[src/rtl/mem_arbiter.sv]
// Main-memory sequencer: arbitrates I/D block fills and write-through stores onto
// one multi-cycle memory port, streaming returned words into the requesting cache.
module mem_arbiter #(
  parameter int ADDR_W        = 16,
  parameter int DATA_W        = 16,
  parameter int WORDS_PER_BLK = 8,
  parameter int MEM_LAT       = 4,
  localparam int WORD_W       = $clog2(WORDS_PER_BLK)
) (
  input  logic              clk,
  input  logic              rst_n,
  input  logic              i_miss_req,
  input  logic [ADDR_W-1:0] i_miss_addr,
  input  logic              d_miss_req,
  input  logic [ADDR_W-1:0] d_miss_addr,
  input  logic              d_wr_req,
  input  logic [ADDR_W-1:0] d_wr_addr,
  input  logic [DATA_W-1:0] d_wr_data,
  output logic              mem_en,
  output logic              mem_wr,
  output logic [ADDR_W-1:0] mem_addr,
  output logic [DATA_W-1:0] mem_wdata,
  input  logic [DATA_W-1:0] mem_rdata,
  input  logic              mem_rvalid,
  output logic [DATA_W-1:0] fill_data,
  output logic [WORD_W-1:0] fill_word,
  output logic              fill_we_i,
  output logic              fill_we_d,
  output logic              i_fill_done,
  output logic              d_fill_done,
  output logic              d_wr_ack,
  output logic              i_busy,
  output logic              d_busy
);
  localparam int WAIT_W = (MEM_LAT > 2) ? $clog2(MEM_LAT) : 1;
  localparam logic [WORD_W-1:0] LAST_WORD = WORD_W'(WORDS_PER_BLK - 1);
  localparam logic [WAIT_W-1:0] LAST_WAIT = WAIT_W'(MEM_LAT - 2);
  localparam logic [ADDR_W-1:0] BLK_MASK  = ~ADDR_W'((2 * WORDS_PER_BLK) - 1);

  typedef enum logic [1:0] {IDLE, FILL_I, FILL_D, WRITE} state_t;

  state_t            state;
  logic [WORD_W-1:0] issue_cnt;
  logic [WORD_W-1:0] recv_cnt;
  logic [WAIT_W-1:0] wait_cnt;

  // A request whose completion pulse is showing is already served, not a new one.
  logic i_want, d_want, w_want, filling;
  assign i_want  = i_miss_req && !i_fill_done;
  assign d_want  = d_miss_req && !d_fill_done;
  assign w_want  = d_wr_req && !d_wr_ack;
  assign filling = (state == FILL_I) || (state == FILL_D);

  assign i_busy    = rst_n && i_want;
  assign d_busy    = rst_n && (d_want || w_want);
  assign fill_we_i = (state == FILL_I) && mem_rvalid;
  assign fill_we_d = (state == FILL_D) && mem_rvalid;
  assign fill_data = (filling && mem_rvalid) ? mem_rdata : '0;
  assign fill_word = filling ? recv_cnt : '0;

  always_ff @(posedge clk or negedge rst_n) begin
    if (!rst_n) begin
      state       <= IDLE;
      issue_cnt   <= '0;
      recv_cnt    <= '0;
      wait_cnt    <= '0;
      mem_en      <= 1'b0;
      mem_wr      <= 1'b0;
      mem_addr    <= '0;
      mem_wdata   <= '0;
      i_fill_done <= 1'b0;
      d_fill_done <= 1'b0;
      d_wr_ack    <= 1'b0;
    end else begin
      i_fill_done <= 1'b0;
      d_fill_done <= 1'b0;
      d_wr_ack    <= 1'b0;
      case (state)
        IDLE: begin
          issue_cnt <= '0;
          recv_cnt  <= '0;
          wait_cnt  <= '0;
          if (w_want) begin
            state     <= WRITE;
            mem_en    <= 1'b1;
            mem_wr    <= 1'b1;
            mem_addr  <= d_wr_addr;
            mem_wdata <= d_wr_data;
          end else if (d_want) begin
            state    <= FILL_D;
            mem_en   <= 1'b1;
            mem_wr   <= 1'b0;
            mem_addr <= d_miss_addr & BLK_MASK;
          end else if (i_want) begin
            state    <= FILL_I;
            mem_en   <= 1'b1;
            mem_wr   <= 1'b0;
            mem_addr <= i_miss_addr & BLK_MASK;
          end
        end
        FILL_I, FILL_D: begin
          if (mem_en) begin
            if (issue_cnt == LAST_WORD) begin
              mem_en <= 1'b0;
            end else begin
              issue_cnt <= issue_cnt + WORD_W'(1);
              mem_addr  <= mem_addr + ADDR_W'(2);
            end
          end
          if (mem_rvalid) begin
            recv_cnt <= recv_cnt + WORD_W'(1);
            if (recv_cnt == LAST_WORD) begin
              state <= IDLE;
              if (state == FILL_I) i_fill_done <= 1'b1;
              else                 d_fill_done <= 1'b1;
            end
          end
        end
        WRITE: begin
          mem_en <= 1'b0;
          mem_wr <= 1'b0;
          if (d_wr_ack) begin
            state <= IDLE;
          end else begin
            wait_cnt <= wait_cnt + WAIT_W'(1);
            if (wait_cnt == LAST_WAIT) d_wr_ack <= 1'b1;
          end
        end
        default: state <= IDLE;
      endcase
    end
  end

endmodule

[config.mk]
export PLATFORM = sky130hd
export DESIGN_NAME = mem_arbiter
export DESIGN_NICKNAME = d
export VERILOG_FILES = /design/src/rtl/mem_arbiter.sv
export SDC_FILE = /design/constraint.sdc
export NUM_CORES = 1
export LEC_CHECK = 0
export CORE_MARGIN = 1
export CORE_UTILIZATION = 42
export CTS_BUF_LIST = sky130_fd_sc_hd__clkbuf_4
export DETAILED_ROUTE_END_ITERATION = 10
export HOLD_SLACK_MARGIN = 0.15
export PLACE_DENSITY = 0.84
export SLEW_MARGIN = 5
export SYNTH_ARGS = -nofsm -noshare
export SYNTH_HDL_FRONTEND = slang
export SYNTH_SLANG_ARGS = --single-unit
[constraint.sdc]
create_clock -name clk -period 2.7 [get_ports clk]
set_input_delay 0.675 -clock clk [delete_from_list [all_inputs] [get_ports clk]]
set_output_delay 0.675 -clock clk [all_outputs]
set_load 0.03 [all_outputs]
==> results.txt, run 1 <==
Total Power - 4.94 mW
Post-Syn Instances - 316
largest area contributor in the netlist - dfrtp_1
Initial Util - 0.445
Pre-Repair DR Iteration Count - 10
residual DRC count - 7
Clock Latency Late Sink - 0.38 ns
CP Class - input pin to output port
TritonCTS clock tree - done
Overflow after GRT - 0
yosys warns - 0
Post-Layout Cell Count - 529
pin count of the biggest net entering global routing - 48
Crit path depth - 3
routed via count - 2924
CTS sink cnt - 47
Util after Layout - 0.668
clk slew on worst S/H paths - 0.16 ns
DR top layer - met4
critical path cell sequence - clkdlybuf4s50_1, and3_1, buf_4
routability cong. - 0.868
Yosys top cell area share - 0.407
Mapped Nets - 414
Critical Path Start Type - input pin
Crit Path Max Fanout - 20
worst hold margin - 0.381 ns
clk root buf - clkbuf_4
Hold Buf Count CTS - 0
vias in the first global route - 2977
Slew headroom - 0.532
Seq cells post-synth - 47
RSZ-0062 raised after global routing - false
Setup crit end kind - output port
initial DRC count - 201
Core Footprint - 6490 sq um
failing checks - DRC
Post-synth EDFFs - 0
reg2reg setup slack - 0.54 ns
met1 wire length - 3560 um
Post-Place Worst Slack - 0.135 ns
CP max-delay cell - clkdlybuf4s50_1
Worst Reg-to-Reg Cells - 7
HP Class - input pin to asynchronous set/reset pin
max incr delay on CP - 0.81 ns
H-tree depth - 2
Cell Rows - 29
Mapped Area - 2890 sq um
CP arrival - 1.92 ns
CTS resizes - 0
Clock Tree Buf Depth - 2
fillers - 526
delay-heaviest family, CP - buffers and inverters
WP buf/inv - 2
Yosys cell types - 50
diode count - 0
pin slew with the least headroom to its limit - 0.695 ns
placed cell area - 4280 sq um
Setup Buffers After CTS - 0
Tcrit/Tclk final - 0.961
nets - 549
Worst Skew - 0.0185 ns
gr usage total - 0.238
share of cells above drive strength 1 - 0.159
status - finished, violations left
Post-DP HPWL - 6400 um
fmax - 385 MHz
Critical R2R Launch - state[0]$_DFFE_PN0P_
TritonCTS buffer count - 5
CP required - 2.03 ns
Synth Area per Inst - 9.15 sq um
Lkg Pwr - 1.93 nW
Vias/cell - 5.53
final instance area - 4340 sq um
ys async rst share - 1.00
Post-Route WL - 8590 um
first-pass GRT wire length - 13600 um
VDD IR max - 0.524 mV
Tmin final - 2.59 ns
Port Buffers - 137
sequential-to-total area share from yosys stat - 0.407
Primary FF master, synth - dfrtp_1
PwrDens - 1140 nW/um^2
CP Launch Point - mem_rvalid
average wire per standard cell - 16.2 um
Final Slew Violations - 0
die area - 7220 sq um
Placed Cells incl. Taps - 521
worst setup path end - fill_data[12]
initial antenna violation count - 0
met2 wire len - 4250 um
IO Count - 146
Die Wd - 85.0 um
Die Span Y - 85.0 um
Final Setup Violations - 0
number of max-cap violations - 0
met3 routed WL - 593 um
top cells by area, synth - dfrtp_1 (41%), mux2_2 (6.2%), nand2_1 (5.7%), ha_1 (5.2%), and3_1 (4.3%)
slack of the critical path - 0.105 ns
area growth from synthesis to layout - 50.1%
Fin Setup TNS - 0 ns
Routed Antenna Nets - 0
Final Hold Fails - 0
Critical R2R Capture - mem_addr[13]$_DFFE_PN0P_
-- worst min path at each step --
| stage | from | end | slack [ns] | depth (start not counted) |
|---|---|---|---|---|
| floorplan | rst_n | d_fill_done$_DFF_PN0_ | 0.38 | 0 |
| global placement | wait_cnt[0]$_DFFE_PN0P_ | wait_cnt[0]$_DFFE_PN0P_ | 0.45 | 1 |
| detailed placement | wait_cnt[0]$_DFFE_PN0P_ | wait_cnt[0]$_DFFE_PN0P_ | 0.46 | 1 |
| CTS | rst_n | mem_addr[4]$_DFFE_PN0P_ | 0.41 | 2 |
| global route | rst_n | mem_addr[4]$_DFFE_PN0P_ | 0.43 | 2 |
| finish | rst_n | mem_addr[4]$_DFFE_PN0P_ | 0.38 | 2 |
-- synthesized netlist by cell type (3+ instances only) --
cell / count
and2_1: 10
and4_1: 4
a21oi_1: 14
nand2b_1: 3
nand2_1: 44
a31o_2: 3
mux2_2: 16
buf_2: 10
a31oi_1: 9
inv_1: 9
dfrtp_1: 47
mux2i_1: 4
clkbuf_1: 8
o211ai_1: 8
nor2b_1: 3
o31ai_1: 3
nand4_1: 5
ha_1: 12
and3_1: 20
o21ai_0: 21
nand3_1: 11
nor2_1: 19
-- cells in the final DEF, fill, tap and decap left out, types with 2 or more instances in the layout --
| cell | netlist | routed |
|---|---|---|
| nor3_1 | 2 | 2 |
| nand4_1 | 5 | 5 |
| inv_1 | 9 | 9 |
| clkbuf_4 | 0 | 5 |
| and4_1 | 4 | 4 |
| a31o_2 | 3 | 3 |
| nand2_1 | 44 | 44 |
| buf_4 | 1 | 34 |
| o31ai_1 | 3 | 3 |
| nand3_1 | 11 | 11 |
| nor2_1 | 19 | 19 |
| o211ai_1 | 8 | 8 |
| mux2_2 | 16 | 16 |
| and2b_1 | 2 | 2 |
| nand2b_1 | 3 | 3 |
| xnor2_1 | 2 | 2 |
| and2_1 | 10 | 10 |
| o311ai_0 | 2 | 2 |
| a31oi_1 | 9 | 9 |
| or4_1 | 2 | 2 |
| nor2b_1 | 3 | 3 |
| a21oi_1 | 14 | 14 |
| o21ai_0 | 21 | 21 |
| clkdlybuf4s50_1 | 0 | 113 |
| dfrtp_1 | 47 | 47 |
| mux2i_1 | 4 | 4 |
| and3_1 | 20 | 20 |
| ha_1 | 12 | 11 |
-- where the power goes --
group / switching, mW / leakage [nW] / internal (mW)
logic: 1.88 / 1.32 / 1.39
clock network: 0.250 / 0.0288 / 0.100
registers: 0.295 / 0.578 / 1.03
-- logic make-up (layout without fill, tap and decap cells) --
| group | after synthesis | in the layout | share of synthesized area |
|---|---|---|---|
| compound gates | 70 | 70 | 0.157 |
| xor+xnor | 2 | 2 | 0.00606 |
| fa+ha+maj | 12 | 12 | 0.0519 |
| buf+inv | 29 | 165 | 0.0459 |
| flops | 47 | 47 | 0.407 |
| mux | 20 | 20 | 0.0762 |
| simple gates | 136 | 136 | 0.256 |
-- registers in the layout, summed over array words and instances, names as in the netlist --
signal       cells
d_wr_ack         1
d_fill_done      1
recv_cnt         3
i_fill_done      1
state            2
issue_cnt        3
wait_cnt         2
mem_wr           1
mem_addr        16
mem_en           1
mem_wdata       16
-- per-layer routing --
metal / up-vias / global-route usage
li1: 1404 / -
met1: 1395 / 0.287
met2: 108 / 0.419
met3: 17 / 0.0438
met4: 0 / 0.0971
met5: - / 0
-- final cells by class --
cell class	instances	area [sq um]	area share
clock buffer	5	37.5	0.00865
clock inverter	3	20.0	0.00461
inverter	9	33.8	0.00779
multi-input combinational	240	1580	0.365
sequential	47	1180	0.271
tap	77	96.3	0.0222
timing repair buffer	148	1390	0.321
Note: power is estimated with default switching activity, not from simulation.
==> run 2: changes to the inputs <==
- ABC_CLOCK_PERIOD_IN_PS: not set -> 2700
==> results of run 2 <==
Same layout as run 1: the final DEF is identical, and so are final timing and power.
